### config.mk
export PLATFORM = sky130hd
export DESIGN_NAME = arp_tx
export DESIGN_NICKNAME = d
export VERILOG_FILES = /design/src/rtl/arp_tx.sv
export SDC_FILE = /design/constraint.sdc
export NUM_CORES = 1
export LEC_CHECK = 0
export CORE_ASPECT_RATIO = 2
export CORE_MARGIN = 2
export CORE_UTILIZATION = 35
export DETAILED_ROUTE_END_ITERATION = 8
export GPL_TIMING_DRIVEN = 0
export PLACE_DENSITY_LB_ADDON = 0.08
export SETUP_SLACK_MARGIN = 0.4
export SLEW_MARGIN = 30
export SYNTH_ARGS = -nofsm -noshare
export SYNTH_HDL_FRONTEND = slang
export SYNTH_SLANG_ARGS = --single-unit
### constraint.sdc
create_clock -name clk -period 4 [get_ports clk]
set_input_delay 0.6 -clock clk [delete_from_list [all_inputs] [get_ports clk]]
set_output_delay 0.6 -clock clk [all_outputs]
set_load 0.03 [all_outputs]
### src/rtl/arp_tx.sv
// ARP request/reply frame generator driving an 8-bit GMII transmit port.
// Optional macro ARP_TX_PEND_EN adds a one-entry pending slot for strobes seen while busy.
module arp_tx #(
  parameter logic [47:0] BOARD_MAC  = 48'h00_11_22_33_44_55,
  parameter logic [31:0] BOARD_IP   = 32'hC0_A8_01_0A,
  parameter int          IFG_CYCLES = 12
) (
  input  logic        clk,
  input  logic        sys_rst,
  input  logic        arp_tx_en,
  input  logic        arp_tx_type,
  input  logic [47:0] des_mac,
  input  logic [31:0] des_ip,
  output logic        gmii_tx_en,
  output logic [7:0]  gmii_txd,
  output logic        tx_busy,
  output logic        tx_done,
  output logic [2:0]  dbg_state
);

  // Start handshake: arp_tx_en is a one-cycle strobe with no ready; it is accepted
  // only in IDLE (or into the pending slot when enabled), and type/MAC/IP are
  // sampled on the same edge and never re-read during the frame.
  typedef enum logic [2:0] {IDLE, PREAMBLE, ETH_HDR, ARP_DATA, PAD, FCS, IFG} state_t;

  localparam logic [6:0] IFG_LAST = 7'(IFG_CYCLES - 1);

  state_t      state, state_nxt;
  logic [6:0]  cnt, cnt_nxt;
  logic        load_in;
  logic        type_q;
  logic [47:0] mac_q;
  logic [31:0] ip_q;
  logic [7:0]  byte_val;
  logic        byte_crc;
  logic [31:0] crc_q, crc_nxt, fcs_sh;

`ifdef ARP_TX_PEND_EN
  logic        load_pend;
  logic        pend_valid;
  logic        pend_type;
  logic [47:0] pend_mac;
  logic [31:0] pend_ip;
`endif

  function automatic logic [7:0] sel48(input logic [47:0] v, input logic [6:0] i);
    logic [47:0] t;
    t = v << {i, 3'b000};
    return t[47:40];
  endfunction

  function automatic logic [7:0] sel32(input logic [31:0] v, input logic [6:0] i);
    logic [31:0] t;
    t = v << {i, 3'b000};
    return t[31:24];
  endfunction

  // Reflected CRC-32, one byte per call, LSB of the byte first.
  function automatic logic [31:0] crc_byte(input logic [31:0] c, input logic [7:0] d);
    logic [31:0] r;
    r = c ^ {24'h0, d};
    for (int i = 0; i < 8; i++) r = r[0] ? ((r >> 1) ^ 32'hEDB8_8320) : (r >> 1);
    return r;
  endfunction

  assign dbg_state = state;
  assign fcs_sh    = (~crc_q) >> {cnt[1:0], 3'b000};
  assign crc_nxt   = crc_byte(crc_q, byte_val);

  always_ff @(posedge clk or posedge sys_rst) begin
    if (sys_rst) begin
      state <= IDLE;
      cnt   <= 7'd0;
    end else begin
      state <= state_nxt;
      cnt   <= cnt_nxt;
    end
  end

  always_comb begin
    state_nxt = state;
    cnt_nxt   = cnt + 7'd1;
    load_in   = 1'b0;
`ifdef ARP_TX_PEND_EN
    load_pend = 1'b0;
`endif
    case (state)
      IDLE: begin
        cnt_nxt = 7'd0;
        if (arp_tx_en) begin
          load_in   = 1'b1;
          state_nxt = PREAMBLE;
        end
`ifdef ARP_TX_PEND_EN
        else if (pend_valid) begin
          load_pend = 1'b1;
          state_nxt = PREAMBLE;
        end
`endif
      end
      PREAMBLE: if (cnt == 7'd7)  begin state_nxt = ETH_HDR;  cnt_nxt = 7'd0; end
      ETH_HDR:  if (cnt == 7'd13) begin state_nxt = ARP_DATA; cnt_nxt = 7'd0; end
      ARP_DATA: if (cnt == 7'd27) begin state_nxt = PAD;      cnt_nxt = 7'd0; end
      PAD:      if (cnt == 7'd17) begin state_nxt = FCS;      cnt_nxt = 7'd0; end
      FCS:      if (cnt == 7'd3)  begin state_nxt = IFG;      cnt_nxt = 7'd0; end
      IFG: begin
        if (cnt == IFG_LAST) begin
          cnt_nxt   = 7'd0;
          state_nxt = IDLE;
`ifdef ARP_TX_PEND_EN
          if (pend_valid) begin
            state_nxt = PREAMBLE;
            load_pend = 1'b1;
          end
`endif
        end
      end
      default: begin
        state_nxt = IDLE;
        cnt_nxt   = 7'd0;
      end
    endcase
  end

  // Byte to place on the wire next, and whether it is covered by the FCS.
  always_comb begin
    byte_val = 8'h00;
    byte_crc = 1'b0;
    case (state)
      PREAMBLE: byte_val = (cnt == 7'd7) ? 8'hD5 : 8'h55;
      ETH_HDR: begin
        byte_crc = 1'b1;
        if (cnt < 7'd6)       byte_val = type_q ? sel48(mac_q, cnt) : 8'hFF;
        else if (cnt < 7'd12) byte_val = sel48(BOARD_MAC, 7'(cnt - 7'd6));
        else if (cnt == 7'd12) byte_val = 8'h08;
        else                  byte_val = 8'h06;
      end
      ARP_DATA: begin
        byte_crc = 1'b1;
        if (cnt == 7'd1)       byte_val = 8'h01;
        else if (cnt == 7'd2)  byte_val = 8'h08;
        else if (cnt == 7'd4)  byte_val = 8'h06;
        else if (cnt == 7'd5)  byte_val = 8'h04;
        else if (cnt == 7'd7)  byte_val = type_q ? 8'h02 : 8'h01;
        else if (cnt >= 7'd8  && cnt <= 7'd13) byte_val = sel48(BOARD_MAC, 7'(cnt - 7'd8));
        else if (cnt >= 7'd14 && cnt <= 7'd17) byte_val = sel32(BOARD_IP, 7'(cnt - 7'd14));
        else if (cnt >= 7'd18 && cnt <= 7'd23) byte_val = type_q ? sel48(mac_q, 7'(cnt - 7'd18)) : 8'h00;
        else if (cnt >= 7'd24) byte_val = sel32(ip_q, 7'(cnt - 7'd24));
      end
      PAD:     byte_crc = 1'b1;
      FCS:     byte_val = fcs_sh[7:0];
      default: byte_val = 8'h00;
    endcase
  end

  always_ff @(posedge clk or posedge sys_rst) begin
    if (sys_rst) begin
      gmii_tx_en <= 1'b0;
      gmii_txd   <= 8'h00;
      tx_busy    <= 1'b0;
      tx_done    <= 1'b0;
      crc_q      <= 32'hFFFF_FFFF;
    end else begin
      gmii_tx_en <= (state != IDLE) && (state != IFG);
      gmii_txd   <= byte_val;
      tx_busy    <= (state != IDLE);
      tx_done    <= (state == IFG) && (cnt == 7'd0);
      if (state == IDLE || state == PREAMBLE) crc_q <= 32'hFFFF_FFFF;
      else if (byte_crc)                      crc_q <= crc_nxt;
    end
  end

  always_ff @(posedge clk or posedge sys_rst) begin
    if (sys_rst) begin
      type_q <= 1'b0;
      mac_q  <= 48'h0;
      ip_q   <= 32'h0;
    end else if (load_in) begin
      type_q <= arp_tx_type;
      mac_q  <= des_mac;
      ip_q   <= des_ip;
    end
`ifdef ARP_TX_PEND_EN
    else if (load_pend) begin
      type_q <= pend_type;
      mac_q  <= pend_mac;
      ip_q   <= pend_ip;
    end
`endif
  end

`ifdef ARP_TX_PEND_EN
  // A strobe while busy always wins over clearing, so one arriving on the IFG exit survives.
  always_ff @(posedge clk or posedge sys_rst) begin
    if (sys_rst) begin
      pend_valid <= 1'b0;
      pend_type  <= 1'b0;
      pend_mac   <= 48'h0;
      pend_ip    <= 32'h0;
    end else if (arp_tx_en && state != IDLE) begin
      pend_valid <= 1'b1;
      pend_type  <= arp_tx_type;
      pend_mac   <= des_mac;
      pend_ip    <= des_ip;
    end else if (load_pend || load_in) begin
      pend_valid <= 1'b0;
    end
  end
`endif

endmodule

* Word-level counts from Yosys, hierarchy flattened
Cells that the tools add are included.
** Word-level totals
- Bits in writable memories :: 0
- Bits in read-only memories :: 0
- Latch bits :: 0
- Output and inout port bits :: 14
- Bits in registers :: 134
- Input port bits :: 84
- Memories :: 0
- Logic and storage cells :: 124
** Operators by class
- Shift operators :: 7
- Reductions and logical operators :: 12
- Bitwise logic cells :: 10
- Equality and inequality tests :: 25
- Mux-type cells :: 45
- Multiply operators :: 0
- Order comparisons :: 9
- Div/mod/pow operators :: 0
- $add $sub $neg :: 6
** Operators by type and width (number)
- 32-bit 2-to-1 mux :: 10
- 8-bit 2-to-1 mux :: 14
- 13-bit NOT with 14-bit output :: 8
- 37-bit by 10-bit << shifter with 48-bit output, first input constant :: 2
- 48-bit by 10-bit << shifter with 48-bit output :: 2
- 7-bit 2-to-1 mux :: 6
- 7-bit one-hot mux with 6 select lines :: 1
- 32-bit NOT :: 1
- 8-bit one-hot mux with 4 select lines :: 1
- 32-bit by 10-bit << shifter with 32-bit output :: 1
- 32-bit by 10-bit << shifter with 32-bit output, first input constant :: 1
- 32-bit by 5-bit >> shifter with 8-bit output :: 1
- 32-bit by 8-bit bitwise XOR with 32-bit output :: 1
- 7-bit by 3-bit == test with 1-bit output, second input constant :: 3
- 7-bit by 4-bit == test with 1-bit output, second input constant :: 3
- 3-bit 2-to-1 mux :: 7
- 3-bit one-hot mux with 7 select lines :: 1
- 7-bit by 2-bit == test with 1-bit output, second input constant :: 2
- 7-bit by 5-bit == test with 1-bit output, second input constant :: 2
- 7-bit by 4-bit >= comparator with 1-bit output, second input constant :: 2
- 7-bit by 5-bit >= comparator with 1-bit output, second input constant :: 2
- 7-bit by 5-bit less-or-equal comparator with 1-bit output, second input constant :: 2
- 2-bit != test, second input constant :: 7
- 7-bit by 4-bit subtractor with 7-bit output, second input constant :: 2
- other kinds (22) :: 32

* Depth between registers and ports, before layout
- Depth after elaboration :: 31
- Mapped depth :: 16

* Worst setup path before layout
Ideal clock, no wire load.
- Kind :: reg-to-reg
- From :: reg cnt[1]
- To :: reg crc_q[25]
- Data required time :: 3.927 ns
- Setup slack :: -0.086 ns
- Arrival :: 4.013 ns
- Cell stages (with the launch flop) :: 17
- Library setup time :: 0.073 ns
- Path through :: dfrtp_1 > buf_2 > buf_2 > inv_1 > ha_1 > buf_2 > clkbuf_1 > mux2i_1 > o22ai_1 > o211ai_1 > o31ai_1 > a221oi_1 > o21ai_2 > xor2_1 > xnor3_1 > xnor3_1 > a21oi_1
** RTL lines
- from (decl) :: line 29 : logic [6:0] cnt, cnt_nxt;
- from (signal assigned) :: line 76 : cnt <= cnt_nxt;
- 7-bit by 5-bit subtractor with 7-bit output (on tied branches) :: line 147, 148
- 48-bit by 10-bit << shifter with 48-bit output or 32-bit by 10-bit << shifter with 32-bit output (tied branches) :: line 48, 54
- 8-bit 2-to-1 mux (on tied branches) :: line 147, 148
- 8-bit 2-to-1 mux :: line 147 : else if (cnt >= 7'd18 && cnt <= 7'd23) byte_val = type_q ? sel48(mac_q, 7'(cnt - 7'd18)) : 8'h00;
- 8-bit 2-to-1 mux :: line 146 : else if (cnt >= 7'd14 && cnt <= 7'd17) byte_val = sel32(BOARD_IP, 7'(cnt - 7'd14));
- 8-bit 2-to-1 mux :: line 145 : else if (cnt >= 7'd8 && cnt <= 7'd13) byte_val = sel48(BOARD_MAC, 7'(cnt - 7'd8));
- 8-bit 2-to-1 mux :: line 144 : else if (cnt == 7'd7) byte_val = type_q ? 8'h02 : 8'h01;
- 8-bit 2-to-1 mux :: line 143 : else if (cnt == 7'd5) byte_val = 8'h04;
- [3 not listed]
- 8-bit one-hot mux with 4 select lines (*) :: line 129 : case (state)
- named net byte_val[5] :: line 34 : logic [7:0] byte_val;
- 32-bit by 8-bit bitwise XOR with 32-bit output (*) :: line 61 : r = c ^ {24'h0, d};
- 32-bit 2-to-1 mux (*) (6 in a row) :: line 62 : for (int i = 0; i < 8; i++) r = r[0] ? ((r >> 1) ^ 32'hEDB8_8320) : (r >> 1);
- 13-bit NOT with 14-bit output (no source line)
- 32-bit 2-to-1 mux (*) (2 in a row) :: line 62
- 32-bit 2-to-1 mux (*) :: line 169 : else if (byte_crc) crc_q <= crc_nxt;
- 32-bit 2-to-1 mux (*) :: line 168 : if (state == IDLE || state == PREAMBLE) crc_q <= 32'hFFFF_FFFF;
- to (signal assigned) :: line 169
- to (decl) :: line 36 : logic [31:0] crc_q, crc_nxt, fcs_sh;
Mark *: on every way through the listed nets, which the timed path passes. The rest lies on a longest branch. The select of a mux whose other input is x is not followed.
A chain may end at the register's enable or synchronous reset.

* Worst setup path in the final report
- From :: reg cnt[1]
- To :: reg crc_q[27]
** RTL lines
- 7-bit by 5-bit subtractor with 7-bit output (on tied branches) :: line 147, 148
- 48-bit by 10-bit << shifter with 48-bit output or 32-bit by 10-bit << shifter with 32-bit output (tied branches) :: line 48, 54
- 8-bit 2-to-1 mux (on tied branches) :: line 147, 148
- 8-bit 2-to-1 mux :: line 147
- 8-bit 2-to-1 mux :: line 146
- 8-bit 2-to-1 mux :: line 145
- 8-bit 2-to-1 mux :: line 144
- 8-bit 2-to-1 mux :: line 143
- 8-bit 2-to-1 mux :: line 142 : else if (cnt == 7'd4) byte_val = 8'h06;
- 8-bit 2-to-1 mux :: line 141 : else if (cnt == 7'd2) byte_val = 8'h08;
- 8-bit 2-to-1 mux :: line 140 : if (cnt == 7'd1) byte_val = 8'h01;
- 8-bit one-hot mux with 4 select lines (*) :: line 129
- named net byte_val[1] :: line 34
- 32-bit by 8-bit bitwise XOR with 32-bit output (*) :: line 61
- 32-bit 2-to-1 mux (*) (8 in a row) :: line 62
- 32-bit 2-to-1 mux (*) :: line 169
- 32-bit 2-to-1 mux (*) :: line 168
Marked as above.

==> results.yml <==
cts:
  htree_levels: 4
  insertion_delay_ns: 0.45
  path_clk_slew_ns: 0.06
  clk_path_buf_depth: 2
  clock-sinks: 134
  cts_tree: "yes"
  cts_root_buffer: "clkbuf_16"
  cts_buffers: 17
  cts_hold_buf: 0
synthesis:
  synth_top_family_by_area: "multiplexers"
  synth_compound_area_frac: 0.1327
  ys_ff_latch: 134
  synth_adder_area_share: 0.01919
  seq_area_frac_synth: 0.4002
  synth_most_common_cell: "dfrtp_1"
  avgSynthCellArea_um2: 11.73
  yosysWarningCount: 0
  async_flop_share: 1.000
  synthMuxAreaShare: 0.2051
  yosys_most_used_dff: "dfrtp_1"
  yosysUniqueCellTypes: 85
  yosysTopAreaCell: "dfrtp_1"
  yosys-top-cells-area: "dfrtp_1 30%, mux2_2 11%, dfstp_2 9.9%"
  synth_edf_count: 0
  synth_xor_area_frac: 0.1130
  netlist_area_mm2: 0.008478
  synth_commonest_cells: "102 x dfrtp_1, 86 x mux2_2, 54 x nor2_1"
  synth.net_count: 820
  synthCells: 723
  synth_top_area_share: 0.3011
  synthSimpleGateAreaFrac: 0.09593
global_routing:
  grt_pass1_vias: 7717
  antenna_found_initial: 0
  grt-ovfl-total: 0
  grt_max_degree: 30
  grtUsageTotal: 0.2493
  grt_pass1_wl_um: 46300
place:
  hpwl_um: 23560
  dp_cells: 1111
  numPortBuffers: 97
  placed_cell_area_mm2: 0.01000
  pre_cts_ws_ns: -0.9670
  finalWeightedCongestion: 0.9050
route:
  wire_per_inst_um: 24.89
  drtPass1Iterations: 5
  drt_iter0_markers: 360
  post_drt_via_cell_ratio: 5.590
  antenna_left: 0
  vias: 6876
  drt-total-wl_um: 30620
  drc: 0
worst_hold_path:
  hold_path.class: "reg2reg"
power:
  irDropWorstVdd_mv: 0.5631
  p_total_mw: 13.88
  pwr-share-clk: 0.116
  power_frac_seq: 0.188
  intPower_mw: 8.582
  switching_share: 0.3815
  pwr-share-comb: 0.696
  power_leakage_nw: 4.801
  power_density_mw_per_mm2: 1155
  p_sw_mw: 5.294
critical_path:
  crit_fanout: 5
  r2r-end: "crc_q[27]"
  worstSetupPathType: "reg2reg"
  ff2ff_path_depth: 19
  worst_setup_path_end_kind: "register"
  cp.required_ns: 4.38
  crit_path_start_kind: "register"
  rrSetupSlack_ns: 0.13
  crit_arrival_ns: 4.25
  critPathLaunch: "cnt[1]"
  r2r_start: "cnt[1]"
  crit_end: "crc_q[27]"
die:
  die_area_mm2: 0.02556
  chipHeight_um: 224.1
  initial_core_util: 0.3559
  ios: 98
  coreArea_mm2: 0.02382
  row_count: 80
  die_x_um: 114.1
final_layout:
  final_cell_count_no_fill: 1230
  drive_above_1_share: 0.4178
  design_area_mm2: 0.01201
  fin_util: 0.5042
  final_net_count: 1028
  area_growth_syn_to_layout_pct: 41.68
  n_antenna_cell: 0
run_status:
  outcome: "complete, no violations"
timing:
  fin_tns_setup_ns: 0
  tightest_slew_ns: 0.8393
  hold_viol: 0
  setup_viol: 0
  finalClockSkew_ns: 0.008340
  slew_headroom: 0.4405
  final.min_clock_period_ns: 3.874
  timing.final.crit_share: 0.9685
  rsz0062_at_grt: "yes"
  maxSlewViolCount: 0
  hold_slack_ns: 0.4991
  worst_slack_ns: 0.1261
  max_freq_mhz: 258.1
flow_run:
  max_cap_violations: 0
==> cell type report <==
class	count	area, µm²
well taps	287	359.1
multi-input cells	528	5334
clock inverters	12	153.9
fillers	2147	11810
inverters	11	61.31
plain buffers	50	352.8
repair buffers	189	1912
flip-flops and latches	134	3396
clock buffers	19	442.9
==> cells by family after synthesis <==
logic type      Yosys count
mux                     133
compound gates          151
xor+xnor                 70
simple gates            161
flops                   134
buf+inv                  61
fa+ha+maj                13
==> metal layers <==
layer,GRT usage,part of all wire,up-vias
met2,0.4892,0.59,209
met5,0,0,-
met3,0.04329,0.035,92
met1,0.2229,0.31,3486
li1,-,-,3089
met4,0.1652,0.065,0
==> power by group through the flow <==
stage,sequential [mW],combinational [mW],clock [mW]
6_report,2.60,9.66,1.61
5_1_grt,2.69,10.2,1.69
4_1_cts,2.60,9.02,1.65
3_5_place_dp,2.62,7.02,0
3_3_place_gp,2.57,6.94,0
2_1_floorplan,2.54,5.25,0
==> cell usage in the layout (no fill, tap or decap), types with 8 or more instances in the layout <==
cell and count:
mux2i_1 23, nor3_1 10, nor2_1 54, buf_12 15
nand2_1 29, dfstp_2 32, nand4_1 8, mux4_2 24
ha_1 9, nand3_1 14, mux2_2 86, dfrtp_1 100
xor2_4 9, o21ai_0 16, xnor2_4 8, clkbuf_1 22
xnor2_1 18, clkdlybuf4s50_1 97, o22a_1 9, a21oi_1 35
xnor3_1 14, buf_4 61, xnor2_2 8, buf_6 30
a21oi_2 13, clkbuf_16 18
==> worst max-delay path: stages, from the launching register on <==
cell and delay (ns):
dfrtp_2 0.42, buf_6 0.13, buf_12 0.12, clkinvlp_4 0.13, buf_12 0.13, ha_4 0.16, nor2b_4 0.05, or4_4 0.50
a21oi_4 0.28, nor4_4 0.10, a221oi_2 0.33, o221ai_2 0.14, buf_6 0.14, xor2_4 0.19, buf_6 0.13, buf_6 0.11
xnor2_4 0.21, buf_12 0.15, xnor3_1 0.22, a21oi_2 0.14
==> sequential cells by signal (all words and copies together) (netlist names) <==
name / count
mac_q: 48
crc_q: 32
type_q: 1
gmii_tx_en: 1
tx_busy: 1
dbg_state: 3
tx_done: 1
cnt: 7
gmii_txd: 8
ip_q: 32
==> repair_timing <==
item,in CTS,in global routing
setup buffers,72,16
setup endpoints to repair,32,28
pin swaps,59,33
gates resized for setup,87,46
==> worst min path at each step <==
stage              from       end  slack (ns)  cells after the start
6_report        ip_q[0]   ip_q[0]        0.50                      1
5_1_grt        ip_q[25]  ip_q[25]        0.52                      1
4_1_cts         ip_q[0]   ip_q[0]        0.51                      1
3_5_place_dp   ip_q[12]  ip_q[12]        0.49                      1
3_3_place_gp   ip_q[24]  ip_q[24]        0.49                      1
2_1_floorplan  mac_q[1]  mac_q[1]        0.47                      1
Power figures use the tool's default switching activity.
